`config.mk`:
```
export PLATFORM = sky130hd
export DESIGN_NAME = st2bus_pack
export DESIGN_NICKNAME = d
export VERILOG_FILES = /design/src/rtl/st2bus_pack.sv
export SDC_FILE = /design/constraint.sdc
export NUM_CORES = 2
export LEC_CHECK = 0
export CORE_UTILIZATION = 55
export DETAILED_ROUTE_END_ITERATION = 10
export PLACE_DENSITY = 0.79
export SLEW_MARGIN = 15
export SYNTH_ARGS = -nofsm -noshare
export SYNTH_HDL_FRONTEND = slang
export SYNTH_SLANG_ARGS = --single-unit
```
`constraint.sdc`:
```
create_clock -name clk -period 5.87 [get_ports clk]
set_input_delay 1.174 -clock clk [delete_from_list [all_inputs] [get_ports clk]]
set_output_delay 1.174 -clock clk [all_outputs]
set_load 0.05 [all_outputs]
```
`src/rtl/st2bus_pack.sv`:
```
// Return-path packer: collects 8-bit stream symbols into bus-wide words with a header
// and presents them on the host bus through a bus_en/bus_ready handshake.
// Ports:
//   clk, rst_n            clock, asynchronous active-low reset
//   st_data/st_valid      stream symbol and its valid
//   st_sop/st_eop         packet boundary markers
//   st_ready              packer accepts a symbol (registered)
//   bus_data/bus_en       packed word and its valid; stable until accepted
//   bus_ready             host accepts the word
//   err_cnt               saturating protocol-violation count
module st2bus_pack #(
  parameter int unsigned BUS         = 534,
  parameter int unsigned ST          = 8,
  parameter int unsigned SYM_PER_BUS = 64
) (
  input  logic           clk,
  input  logic           rst_n,
  input  logic [ST-1:0]  st_data,
  input  logic           st_valid,
  input  logic           st_sop,
  input  logic           st_eop,
  output logic           st_ready,
  output logic [BUS-1:0] bus_data,
  output logic           bus_en,
  input  logic           bus_ready,
  output logic [15:0]    err_cnt
);

  localparam int unsigned PAY = SYM_PER_BUS * ST;
  localparam int unsigned CW  = $clog2(SYM_PER_BUS + 1);
  localparam int unsigned SW  = $clog2(SYM_PER_BUS);

  // Header occupies the bits above the payload, nsym in the lowest position
  typedef struct packed {
    logic [4:0]    widx;
    logic [7:0]    seq;
    logic          eop;
    logic          sop;
    logic [CW-1:0] nsym;
  } hdr_t;

  typedef enum logic [1:0] {IDLE, FILL, HOLD} state_t;

  state_t         state, state_d;
  logic [PAY-1:0] acc_data;
  logic [CW-1:0]  acc_cnt;
  logic           acc_sop;
  hdr_t           hold_hdr;
  logic [7:0]     seq;
  logic [4:0]     widx;

  logic           sym_acc, out_free;
  logic           start, append, complete, mv_hold, err_inc, st_ready_d;
  logic [CW-1:0]  base_cnt;
  logic [4:0]     cur_widx;
  logic [PAY-1:0] merged;
  hdr_t           word_hdr;

  // State register
  always_ff @(posedge clk or negedge rst_n) begin
    if (!rst_n) state <= IDLE;
    else        state <= state_d;
  end

  // Next state, control strobes and the candidate word with the incoming symbol merged in
  always_comb begin
    sym_acc  = st_valid & st_ready;
    out_free = ~bus_en | bus_ready;
    state_d  = state;
    start    = 1'b0;
    append   = 1'b0;
    complete = 1'b0;
    mv_hold  = 1'b0;
    err_inc  = 1'b0;
    unique case (state)
      IDLE: if (sym_acc) begin
        if (st_sop) begin
          start    = 1'b1;
          complete = st_eop;
          state_d  = FILL;
        end else begin
          err_inc = 1'b1;
        end
      end
      FILL: if (sym_acc) begin
        append   = 1'b1;
        err_inc  = st_sop;
        complete = st_eop | (acc_cnt == CW'(SYM_PER_BUS - 1));
      end
      HOLD: if (bus_ready) begin
        mv_hold = 1'b1;
        state_d = hold_hdr.eop ? IDLE : FILL;
      end
      default: state_d = IDLE;
    endcase
    // A finished word either goes straight out or parks in the accumulator
    if (complete) state_d = !out_free ? HOLD : (st_eop ? IDLE : FILL);
    st_ready_d = (state_d != HOLD);

    base_cnt = start ? '0 : acc_cnt;
    cur_widx = start ? '0 : widx;
    merged   = start ? '0 : acc_data;
    merged[ST*base_cnt[SW-1:0] +: ST] = st_data;
    word_hdr.widx = cur_widx;
    word_hdr.seq  = seq;
    word_hdr.eop  = st_eop;
    word_hdr.sop  = start | acc_sop;
    word_hdr.nsym = base_cnt + CW'(1);
  end

  // Datapath: accumulator, output register, counters
  always_ff @(posedge clk or negedge rst_n) begin
    if (!rst_n) begin
      st_ready <= 1'b0;
      bus_data <= '0;
      bus_en   <= 1'b0;
      err_cnt  <= '0;
      acc_data <= '0;
      acc_cnt  <= '0;
      acc_sop  <= 1'b0;
      hold_hdr <= '0;
      seq      <= '0;
      widx     <= '0;
    end else begin
      st_ready <= st_ready_d;
      if (err_inc && err_cnt != 16'hFFFF) err_cnt <= err_cnt + 16'd1;
      if (bus_en && bus_ready) bus_en <= 1'b0;
      if (complete) begin
        widx <= cur_widx + 5'd1;
        if (st_eop) seq <= seq + 8'd1;
        if (out_free) begin
          bus_data <= {word_hdr, merged};
          bus_en   <= 1'b1;
          acc_data <= '0;
          acc_cnt  <= '0;
          acc_sop  <= 1'b0;
        end else begin
          acc_data <= merged;
          hold_hdr <= word_hdr;
        end
      end else if (start || append) begin
        acc_data <= merged;
        acc_cnt  <= base_cnt + CW'(1);
        acc_sop  <= start | acc_sop;
        widx     <= cur_widx;
      end else if (mv_hold) begin
        // Held word replaces the one being accepted this cycle; bus_en stays high
        bus_data <= {hold_hdr, acc_data};
        bus_en   <= 1'b1;
        acc_data <= '0;
        acc_cnt  <= '0;
        acc_sop  <= 1'b0;
      end
    end
  end

endmodule

```
==> flow_summary.ini <==
[run_status]
status = finished, final reports clean

[layout]
syn_to_final_growth_pct = 22.7
instances_no_fill = 6180
final_area_mm2 = 0.0594
final_layout_size_suffix_gt1_share_pct = 9.26
fin_util_pct = 68.2
fin_nets = 4950

[logic_synthesis]
synth-edff-count = 0
seq_area_frac_synth_pct = 57.3
syn_area_mm2 = 0.0484
synthCells = 4432
synthFlopType = dfrtp_1
ys_types = 80
syn_nets = 4452
synth_seq_cells = 1109
synth_warnings = 0
async_reset_ff_share_pct = 100
synth.avg_cell_area_um2 = 10.9

[floorplanning]
chipWidth_um = 299
num_rows = 108
die_h_um = 299
core_area_mm2 = 0.0870
start_util_pct = 55.6
io_pins = 566
fp.dieArea_mm2 = 0.0892

[critical_path]
crit_path_end_kind = flop
path_class = in2reg
reg2reg_depth = 11
cp-startpoint = st_sop
r2r_start = state[0]$_DFF_PN0_
arrival_ns = 5.58
critPathMaxFanout = 54
r2r_slack_ns = 1.39
r2r-end = bus_data[33]$_DFFE_PN0P_
startpoint_type = input port
critPathRequiredTime_ns = 6.36

[min_path]
min_to = hold_hdr[5]$_DFFE_PN0P_
whs_path_depth = 2
worstHoldPathType = reg2reg
min_from = hold_hdr[5]$_DFFE_PN0P_

[timing]
hold_viol_final = 0
setup_tns_ns = 0
fmax_mhz = 196
relSlewSlack_pct = 15.4
final-max-slew-violation-count = 0
worst_slew_pin_slew_ns = 1.27
rsz0062_at_grt = no
fin_crit_ns = 5.10
setup_viol = 0
min_period_over_period_pct = 86.8
skew_ns = 0.0264

[route]
post_drt_via_cell_ratio = 7.07
firstDrtPassIters = 7
routed_wl_mm = 182
drc = 0
route.detailed.wl_per_inst_um = 29.5
drtIter0Drc = 5751
via_count = 43700
drtAntennaViolNets = 0

[clocking]
h-tree-depth = 3
cts_inserted_buffers = 111
cts_root_buf = clkbuf_16
cts_resized = 0
cts.sinks = 1109
path_clk_slew_ns = 0.06
cts_buffer_depth = 3
clock_latency_ns = 0.69
cts_tree = yes
holdBufCountCts = 0
cts_setup_buffers = 0

[pwr]
p_int_mw = 14.6
power_frac_comb_pct = 35.6
p_total_mw = 25.5
p_per_area_mw_per_mm2 = 429
p_clk_share_pct = 29.2
power.switching_mw = 10.8
seqPwrFrac_pct = 35.2
ir_worst_vdd_v = 0.000418
p_leak_nw = 25.5
swShare_pct = 42.5

[placement]
io_buffers = 565
dp.cells = 5972
place.gp.congestion = 0.970
place_hpwl_mm = 121
placed_cell_area_mm2 = 0.0556

[grt]
grt-ovfl-total = 0
grt_pass1_wl_mm = 271
grt_max_degree = 188
track_usage_pct = 40.2
grt_pass1_vias = 41700
antenna_found_initial = 6

[job]
cap_viol_max_count = 0
-- worst max-delay path: stages --
cell	delay (ns)
clkdlybuf4s50_1	0.53
nor2b_1	0.29
nand2_4	0.12
buf_4	0.51
nand2_1	0.13
ha_1	0.31
inv_1	0.19
o2111ai_2	0.23
nor2_1	0.71
nand3_1	0.36
a31oi_1	0.70
o221ai_1	0.30
-- metal layers --
layer | GRT usage (%) | vias to the layer above | wire length, um
met5 | 0 | - | 23
met4 | 21.6 | 4 | 11400
met1 | 54.2 | 21900 | 67800
met2 | 59.6 | 3143 | 80000
li1 | - | 18000 | -
met3 | 10.9 | 686 | 22800
-- logic make-up (layout without fill, tap and decap cells) --
kind of cell / after synthesis / in the layout / share of synthesized area (%)
flip-flops: 1109 / 1109 / 57.3
buffers and inverters: 400 / 990 / 3.31
adder cells (fa/ha/maj): 6 / 6 / 0.155
AND/OR/NAND/NOR: 1414 / 1414 / 14.5
XOR/XNOR: 32 / 32 / 0.579
multiplexers: 7 / 7 / 0.155
AO/OA/AOI/OAI: 1464 / 1464 / 24.0
other: 0 / 3 / 0
-- per-stage QoR --
step	hold slack (ns)	setup WS, ns
floorplan	0.446	0.587
global placement	0.457	0.471
detailed placement	0.466	0.363
CTS	0.481	1.03
global route	0.489	0.631
finish	0.480	0.775
-- state kept, by name, indices dropped and copies added (netlist names), 2 cells and up, named ones only --
name / cells
bus_data: 534
acc_cnt: 7
hold_hdr: 22
widx: 5
err_cnt: 16
state: 2
seq: 8
acc_data: 512
-- cell usage in the layout, fill, tap and decap left out, drive strengths merged, types with 16 or more instances in the layout --
| cell type | count |
|---|---|
| nand2 | 328 |
| a22o | 421 |
| o2bb2ai | 39 |
| a32o | 80 |
| a21o | 20 |
| o211ai | 25 |
| clkinv | 29 |
| dfrtp | 1109 |
| o221ai | 44 |
| a211oi | 45 |
| xnor2 | 20 |
| a21boi | 40 |
| a22oi | 24 |
| a31oi | 80 |
| o21ai | 261 |
| nor2 | 359 |
| nand3 | 213 |
| inv | 60 |
| a221o | 223 |
| nor3 | 204 |
| nand4 | 44 |
| or3 | 49 |
| clkdlybuf4s50 | 557 |
| a21oi | 66 |
| and2 | 53 |
| nor4 | 89 |
| and3 | 28 |
| clkbuf | 156 |
| a221oi | 16 |
| o22ai | 23 |
| buf | 170 |
| a32oi | 23 |
-- area by class of cell --
type	count	area, um2
inverters	58	218
clock inverters	49	574
repair buffers	727	6970
fillers	6357	27600
multi-input cells	2923	19200
flip-flops and latches	1109	27800
clock buffers	156	3240
diodes	3	7.51
well taps	1155	1450
-- Yosys cell counts, drive strengths merged (5+ instances only) --
library cell	n	share of area, %
dfrtp	1109	57
a22o	421	7.6
nor2	359	2.8
nand2	328	2.6
o21ai	261	2.8
clkbuf	239	1.9
a221o	223	4.6
nand3	213	2.3
nor3	204	2.5
buf	103	1.0
nor4	89	1.4
a31oi	80	1.1
a32o	80	1.7
a21oi	66	0.74
inv	57	0.44
and2	53	0.69
or3	49	0.63
a211oi	45	0.70
nand4	44	0.57
o221ai	44	0.80
a21boi	40	0.63
o2bb2ai	39	0.71
and3	28	0.36
o211ai	25	0.40
a22oi	24	0.37
a32oi	23	0.42
o22ai	23	0.30
a21o	20	0.31
xnor2	20	0.36
a221oi	16	0.30
xor2	12	0.22
nand2b	9	0.12
nand3b	9	0.14
o31ai	8	0.14
or2	7	0.090
ha	6	0.16
nor2b	6	0.078
a31o	5	0.090
o21a	5	0.078
-- worst max-delay path by stage --
stage	end	slack, ns	depth (start not counted)
after floorplan	acc_data[40]$_DFFE_PN0N_	0.59	17
after global placement	bus_data[398]$_DFFE_PN0P_	0.47	13
after detailed placement	acc_data[421]$_DFFE_PN0N_	0.36	13
after CTS	bus_data[33]$_DFFE_PN0P_	1.03	12
after global routing	acc_data[420]$_DFFE_PN0N_	0.63	13
final	bus_data[33]$_DFFE_PN0P_	0.77	12
-- power groups by stage --
stage	clock (mW)	sequential (mW)	combinational [mW]
6_report	7.44	8.95	9.07
5_1_grt	7.73	8.96	9.35
4_1_cts	7.42	8.89	8.82
3_5_place_dp	0	9.01	8.78
3_3_place_gp	0	9.02	8.69
2_1_floorplan	0	10.4	3.62
No activity file was read; power rests on OpenSTA's default activity.
